--- src/rtl/router_pkg.sv ---
// Shared types and constants for the router ingress block.
package router_pkg;

    typedef enum logic [2:0] {
        ST_IDLE,
        ST_LOAD_FIRST,
        ST_LOAD_DATA,
        ST_LOAD_PARITY,
        ST_CHECK,
        ST_DROP
    } state_e;

    localparam int unsigned MAX_LEN      = 63;
    localparam int unsigned LEN_W        = $clog2(MAX_LEN + 1);
    localparam int unsigned TIMEOUT      = 30;
    localparam int unsigned TO_W         = 5;
    localparam int unsigned NUM_DEST     = 3;
    localparam logic [1:0]  ADDR_INVALID = 2'd3;

    // Header field positions: [7:2] payload length, [1:0] destination
    localparam int unsigned HDR_LEN_MSB  = 7;
    localparam int unsigned HDR_LEN_LSB  = 2;
    localparam int unsigned HDR_DEST_MSB = 1;
    localparam int unsigned HDR_DEST_LSB = 0;

    function automatic logic [LEN_W-1:0] hdr_len(input logic [7:0] hdr);
        return hdr[HDR_LEN_MSB:HDR_LEN_LSB];
    endfunction

    function automatic logic [1:0] hdr_dest(input logic [7:0] hdr);
        return hdr[HDR_DEST_MSB:HDR_DEST_LSB];
    endfunction

endpackage

--- src/rtl/router_timeout.sv ---
// Per-destination consumer watchdog: flags a FIFO whose data sits unread
// for TIMEOUT consecutive cycles.
module router_timeout
    import router_pkg::*;
(
    input  logic clk,
    input  logic rst,
    input  logic fifo_empty_i,
    input  logic read_en_i,
    output logic soft_rst_o
);

    logic [TO_W-1:0] cnt_q, cnt_d;
    logic            stall;

    assign stall = !fifo_empty_i && !read_en_i;

    // Count stalled cycles; the pulse is raised during the TIMEOUT-th one.
    always_comb begin
        cnt_d      = '0;
        soft_rst_o = 1'b0;
        if (stall) begin
            if (cnt_q == TO_W'(TIMEOUT - 1)) begin
                soft_rst_o = 1'b1;
            end else begin
                cnt_d = cnt_q + 1'b1;
            end
        end
    end

    // Counter register
    always_ff @(posedge clk or negedge rst) begin
        if (!rst) begin
            cnt_q <= '0;
        end else begin
            cnt_q <= cnt_d;
        end
    end

endmodule

--- src/rtl/router_ingress.sv ---
// Ingress framer: validates a header, forwards header/payload/parity bytes
// to one of three output FIFOs, checks parity and reports errors.
module router_ingress
    import router_pkg::*;
(
    input  logic                clk,
    input  logic                rst,
    input  logic                pkt_valid,
    input  logic [7:0]          data_in,
    input  logic [NUM_DEST-1:0] fifo_full,
    input  logic [NUM_DEST-1:0] fifo_empty,
    input  logic [NUM_DEST-1:0] read_en,
    output logic                busy,
    output logic [NUM_DEST-1:0] wr_en,
    output logic                lfd_state,
    output logic [7:0]          dout,
    output logic                parity_done,
    output logic                err,
    output logic [NUM_DEST-1:0] soft_rst
);

    state_e             state_q, state_d;
    logic [7:0]         hdr_q, hdr_d;
    logic [1:0]         dest_q, dest_d;
    logic [LEN_W-1:0]   len_q, len_d;
    logic [LEN_W-1:0]   cnt_q, cnt_d;
    logic [7:0]         par_q, par_d;
    logic               mism_q, mism_d;
    logic               err_q, err_d;

    logic [NUM_DEST-1:0] dest_oh;
    logic                full_sel;
    logic                soft_sel;

    for (genvar g = 0; g < NUM_DEST; g++) begin : g_timeout
        router_timeout u_timeout (
            .clk          (clk),
            .rst          (rst),
            .fifo_empty_i (fifo_empty[g]),
            .read_en_i    (read_en[g]),
            .soft_rst_o   (soft_rst[g])
        );
    end

    assign dest_oh  = NUM_DEST'(1) << dest_q;
    assign full_sel = |(fifo_full & dest_oh);
    assign soft_sel = |(soft_rst & dest_oh);

    // Next-state and write-side outputs; writes are gated by the selected
    // FIFO's full and flush flags so a stalled or aborted byte is never written.
    always_comb begin
        state_d     = state_q;
        hdr_d       = hdr_q;
        dest_d      = dest_q;
        len_d       = len_q;
        cnt_d       = cnt_q;
        par_d       = par_q;
        mism_d      = mism_q;
        err_d       = 1'b0;
        busy        = 1'b0;
        wr_en       = '0;
        lfd_state   = 1'b0;
        dout        = '0;
        parity_done = 1'b0;
        err         = err_q;

        case (state_q)
            ST_IDLE: begin
                if (pkt_valid) begin
                    if (hdr_dest(data_in) == ADDR_INVALID || hdr_len(data_in) == '0) begin
                        err_d   = 1'b1;
                        state_d = ST_DROP;
                    end else begin
                        hdr_d   = data_in;
                        dest_d  = hdr_dest(data_in);
                        len_d   = hdr_len(data_in);
                        cnt_d   = '0;
                        par_d   = data_in;
                        mism_d  = 1'b0;
                        state_d = ST_LOAD_FIRST;
                    end
                end
            end

            ST_LOAD_FIRST: begin
                busy = 1'b1;
                if (soft_sel) begin
                    err_d   = 1'b1;
                    state_d = ST_IDLE;
                end else if (!full_sel) begin
                    wr_en     = dest_oh;
                    lfd_state = 1'b1;
                    dout      = hdr_q;
                    state_d   = ST_LOAD_DATA;
                end
            end

            ST_LOAD_DATA: begin
                busy = full_sel;
                if (soft_sel || !pkt_valid) begin
                    err_d   = 1'b1;
                    state_d = ST_IDLE;
                end else if (!full_sel) begin
                    wr_en = dest_oh;
                    dout  = data_in;
                    par_d = par_q ^ data_in;
                    cnt_d = cnt_q + 1'b1;
                    if (cnt_q == len_q - 1'b1) begin
                        state_d = ST_LOAD_PARITY;
                    end
                end
            end

            ST_LOAD_PARITY: begin
                busy = full_sel;
                if (soft_sel || !pkt_valid) begin
                    err_d   = 1'b1;
                    state_d = ST_IDLE;
                end else if (!full_sel) begin
                    wr_en   = dest_oh;
                    dout    = data_in;
                    mism_d  = (data_in != par_q);
                    state_d = ST_CHECK;
                end
            end

            ST_CHECK: begin
                busy        = 1'b1;
                parity_done = 1'b1;
                err         = err_q | mism_q;
                state_d     = ST_IDLE;
            end

            ST_DROP: begin
                if (!pkt_valid) begin
                    state_d = ST_IDLE;
                end
            end

            default: begin
                state_d = ST_IDLE;
            end
        endcase
    end

    // State and datapath registers
    always_ff @(posedge clk or negedge rst) begin
        if (!rst) begin
            state_q <= ST_IDLE;
            hdr_q   <= '0;
            dest_q  <= '0;
            len_q   <= '0;
            cnt_q   <= '0;
            par_q   <= '0;
            mism_q  <= 1'b0;
            err_q   <= 1'b0;
        end else begin
            state_q <= state_d;
            hdr_q   <= hdr_d;
            dest_q  <= dest_d;
            len_q   <= len_d;
            cnt_q   <= cnt_d;
            par_q   <= par_d;
            mism_q  <= mism_d;
            err_q   <= err_d;
        end
    end

endmodule

--- config.mk ---
export PLATFORM = sky130hd
export DESIGN_NAME = router_ingress
export DESIGN_NICKNAME = d
export VERILOG_FILES = /design/src/rtl/router_pkg.sv /design/src/rtl/router_timeout.sv /design/src/rtl/router_ingress.sv
export SDC_FILE = /design/constraint.sdc
export NUM_CORES = 1
export LEC_CHECK = 0
export CAP_MARGIN = 20
export CORE_MARGIN = 2
export CORE_UTILIZATION = 54
export DETAILED_ROUTE_END_ITERATION = 7
export PLACE_DENSITY = 0.78
export SETUP_SLACK_MARGIN = 0.15
export SYNTH_ARGS = -nofsm -noshare
export SYNTH_HDL_FRONTEND = slang
export SYNTH_HIERARCHICAL = 1
export SYNTH_SLANG_ARGS = --single-unit
--- constraint.sdc ---
create_clock -name clk -period 3.5 [get_ports clk]
set_input_delay 0.875 -clock clk [delete_from_list [all_inputs] [get_ports clk]]
set_output_delay 0.875 -clock clk [all_outputs]
set_load 0.01 [all_outputs]
==> out/results.txt <==
Status = complete, no violations
Placed Instances = 376
# diodes = 0
Initial antenna violation count = 0
CP bufs+invs = 6
Reg clk slew, reported paths = 70 ps
Multi-input gate area = 0.001435 mm^2
First drt pass iteration count = 4
Worst setup margin = 71.96 ps
CTS sink cnt = 42
Largest stage delay on the critical path = 260 ps
Most frequent cells in the layout = dfrtp_1 (42), nor2_1 (39), nand2_1 (36)
Total CTS buffers = 5
Most Used Layer, Global Route = met2
Final WL = 6009 um
Crit path max-delay family = buffers and inverters
Portion of netlist area occupied by mux cells = 2.721%
# H-tree levels = 2
Crit path cell chain = clkdlybuf4s15_1 -> nor3_2 -> nand3b_1 -> o21ai_1 -> buf_4 -> nor4_4 -> buf_4 -> buf_6 -> buf_6 -> a22o_1 -> buf_2
Slowest CP cell = nor3_2
FF+latch area = 0.001051 mm^2
Post-route insts no fill = 396
Drt drc = 0
Gp weighted congestion = 0.8378
Mapped cell area = 0.002575 mm^2
Routed WL per cell = 15.17 um
Yosys reg bits = 42
Initial core utilization = 55.25%
NumNets Final = 370
Final total power = 2068 uW
Root buf cell = clkbuf_8
Hold-fix buffers at CTS = 0
Compound-Gate Fraction of Synth Area = 14.58%
Setup crit end kind = output port
Vias in the first global route = 2217
DP Wirelength = 4156 um
Port Buffers = 37
Crit path DAT = 2550 ps
Chip height = 73.06 um
Post-Syn Instances = 287
Clk buf depth = 2
Core Footprint = 0.004661 mm^2
Dpl cell area = 0.003042 mm^2
Yosys warnings = 6
Finished Cell Area = 0.003204 mm^2
DR vias/cell = 5.798
Synth Area in Adders = 3.887%
WP data required = 2620 ps
Max Fanout on Critical Path = 3
Num ports = 38
Die W = 73.06 um
Filler cell count = 384
Met1 Resource Use GR = 31.74%
DR vias = 2296
Layout cell share with drive strength beyond 1 = 19.01%
Slew HR = 36.81%
Leakage = 0.001464 uW
M3 GR Usage = 6.077%
Critical path class = input pin to output port
Row count = 25
Worst VDD drop = 0.3430 mV
Final min period = 3428 ps
Worst-skew pair later-pin latency = 300 ps
Pwr/cell area = 645.5 mW/mm^2
Synth unique cells = 46
Global-route wire length before repair = 10110 um
Post-route ant nets = 0
CTS tree = built
R2R Setup Slk = 1020 ps
Worst setup SP type = input pin
Area Growth Syn to Fin = 24.44%
GR Util met2 = 40.84%
GRT Overall Usage = 24.68%
Final Setup Violations = 0
Largest net degree at the start of global routing = 43
Final Slew Violations = 0
Iteration-0 DRC Markers = 201
XOR/XNOR Fraction of Synth Area = 9.524%
Mean Syn Cell Area = 8.972 um^2
Final Cycle Share = 97.94%
RSZ-0062 raised after global routing = true
Die area = 0.005337 mm^2
Fmax = 0.2917 GHz
Max Cap Viol = 0
Class of the worst hold path = flop to flop
Register area share after synthesis = 40.82%
Syn nets = 315
Post-Synth Simple-Gate Area = 23.96%
Final hold viol count = 0
Largest family of logic cells by synthesized area = simple AND/OR/NAND/NOR gates
Total grt overflow = 0
Worst clock skew = 5.466 ps
Pre-CTS WS = -354.7 ps
Commonest non-fill, non-tap cell in the layout = dfrtp_1
Worst-margin pin slew = 947.8 ps
## routing by layer
| metal | vias to the layer above | part of all wire (%) |
|---|---|---|
| met4 | 0 | 1.3 |
| met5 | - | 0 |
| li1 | 1106 | - |
| met3 | 8 | 4.8 |
| met1 | 1130 | 44 |
| met2 | 52 | 50 |
## report_power, final
| part | switching (uW) | internal [uW] |
|---|---|---|
| clock | 161 | 137 |
| sequential | 170 | 609 |
| combinational | 504 | 487 |
## final timing paths
path,start,endpoint,cells after the start
min in group asynchronous,rst,g_timeout[2].u_timeout/cnt_q[1]$_DFF_PN0_,1
min reg2reg,g_timeout[2].u_timeout/cnt_q[0]$_DFF_PN0_,g_timeout[2].u_timeout/cnt_q[0]$_DFF_PN0_,1
max in group asynchronous,rst,g_timeout[0].u_timeout/cnt_q[2]$_DFF_PN0_,1
max reg2reg,g_timeout[0].u_timeout/cnt_q[1]$_DFF_PN0_,par_q[7]$_DFFE_PN0P_,11
min,g_timeout[2].u_timeout/cnt_q[0]$_DFF_PN0_,g_timeout[2].u_timeout/cnt_q[0]$_DFF_PN0_,1
max,read_en[1],dout[0],11
## cell usage after synthesis (all sizes together)
cell type  count  area (um^2)
a21o           3        22.52
a21oi         13        65.06
a221o          1        10.01
a221oi         1        15.01
a22o           9        78.83
a311o          2        20.02
a31oi          2        12.51
and2           1        6.260
and3           2        12.51
and3b          1        8.760
buf            7        48.79
clkbuf        12        45.04
dfrtp         42         1051
ha             8        100.1
inv            6        22.52
mux2           2        30.03
mux2i          4        40.04
nand2         36        135.1
nand2b         5        31.28
nand3          9        45.04
nand3b         4        30.03
nand4          4        25.02
nor2          40        150.1
nor2b          1        6.260
nor3           9        50.05
nor3b          3        22.52
nor4           7        58.81
nor4b          1        8.760
o211ai         3        22.52
o21ai          6        33.78
o21bai         1        7.510
o22ai          8        50.05
o31ai          2        28.78
o41ai          1        8.760
or2            1        6.260
or3            1        6.260
or4b           1        13.76
xnor2         10        87.58
xor2          18        157.7
## per-stage QoR
step | setup TNS, ps | util (%) | hold WS, ps
3_5_place_dp | -4075 | 65.26 | 491.7
2_1_floorplan | 0 | - | 460.4
6_report | 0 | 68.75 | 494.0
3_3_place_gp | -3691 | 65.26 | 482.9
5_1_grt | -173.4 | 68.75 | 524.9
4_1_cts | 0 | 68.72 | 501.6
## layout make-up
class	instances	share of cell area, %
Clock buffer	7	2.382
Tap cell	54	2.109
Inverter	6	0.7029
Sequential cell	42	32.80
Timing Repair Buffer	67	17.22
Multi-Input combinational cell	220	44.79
## worst reg2reg max path: stages (launching register included)
cell,delay [ps]
dfrtp_1,390
inv_1,70
ha_2,160
nand4_1,140
nor3_2,210
mux2i_1,120
buf_4,140
o211ai_1,250
buf_4,250
or3_1,340
mux2i_1,220
a21oi_1,80
## state kept, by name, indices dropped and copies added (netlist names)
register / flops
g_timeout.u_timeout/cnt_q: 15
cnt_q: 6
err_q: 1
state_q: 3
par_q: 8
mism_q: 1
hdr_q: 8
## repair_timing
action | CTS | global route
gates cloned | 1 | 0
pin swaps | 8 | 8
hold endpoints to repair | 0 | 0
resized for setup | 61 | 16
endpoints found under the setup margin | 13 | 12
setup buffers | 11 | 1
## logic make-up (layout without fill, tap and decap cells)
kind of cell             Yosys count  count (layout)
AO/OA/AOI/OAI                     52              52
XOR/XNOR                          28              28
adder cells (fa/ha/maj)            8               8
buffers and inverters             25              80
flip-flops                        42              42
multiplexers                       6               6
AND/OR/NAND/NOR                  126             126
Power figures use the tool's default switching activity.
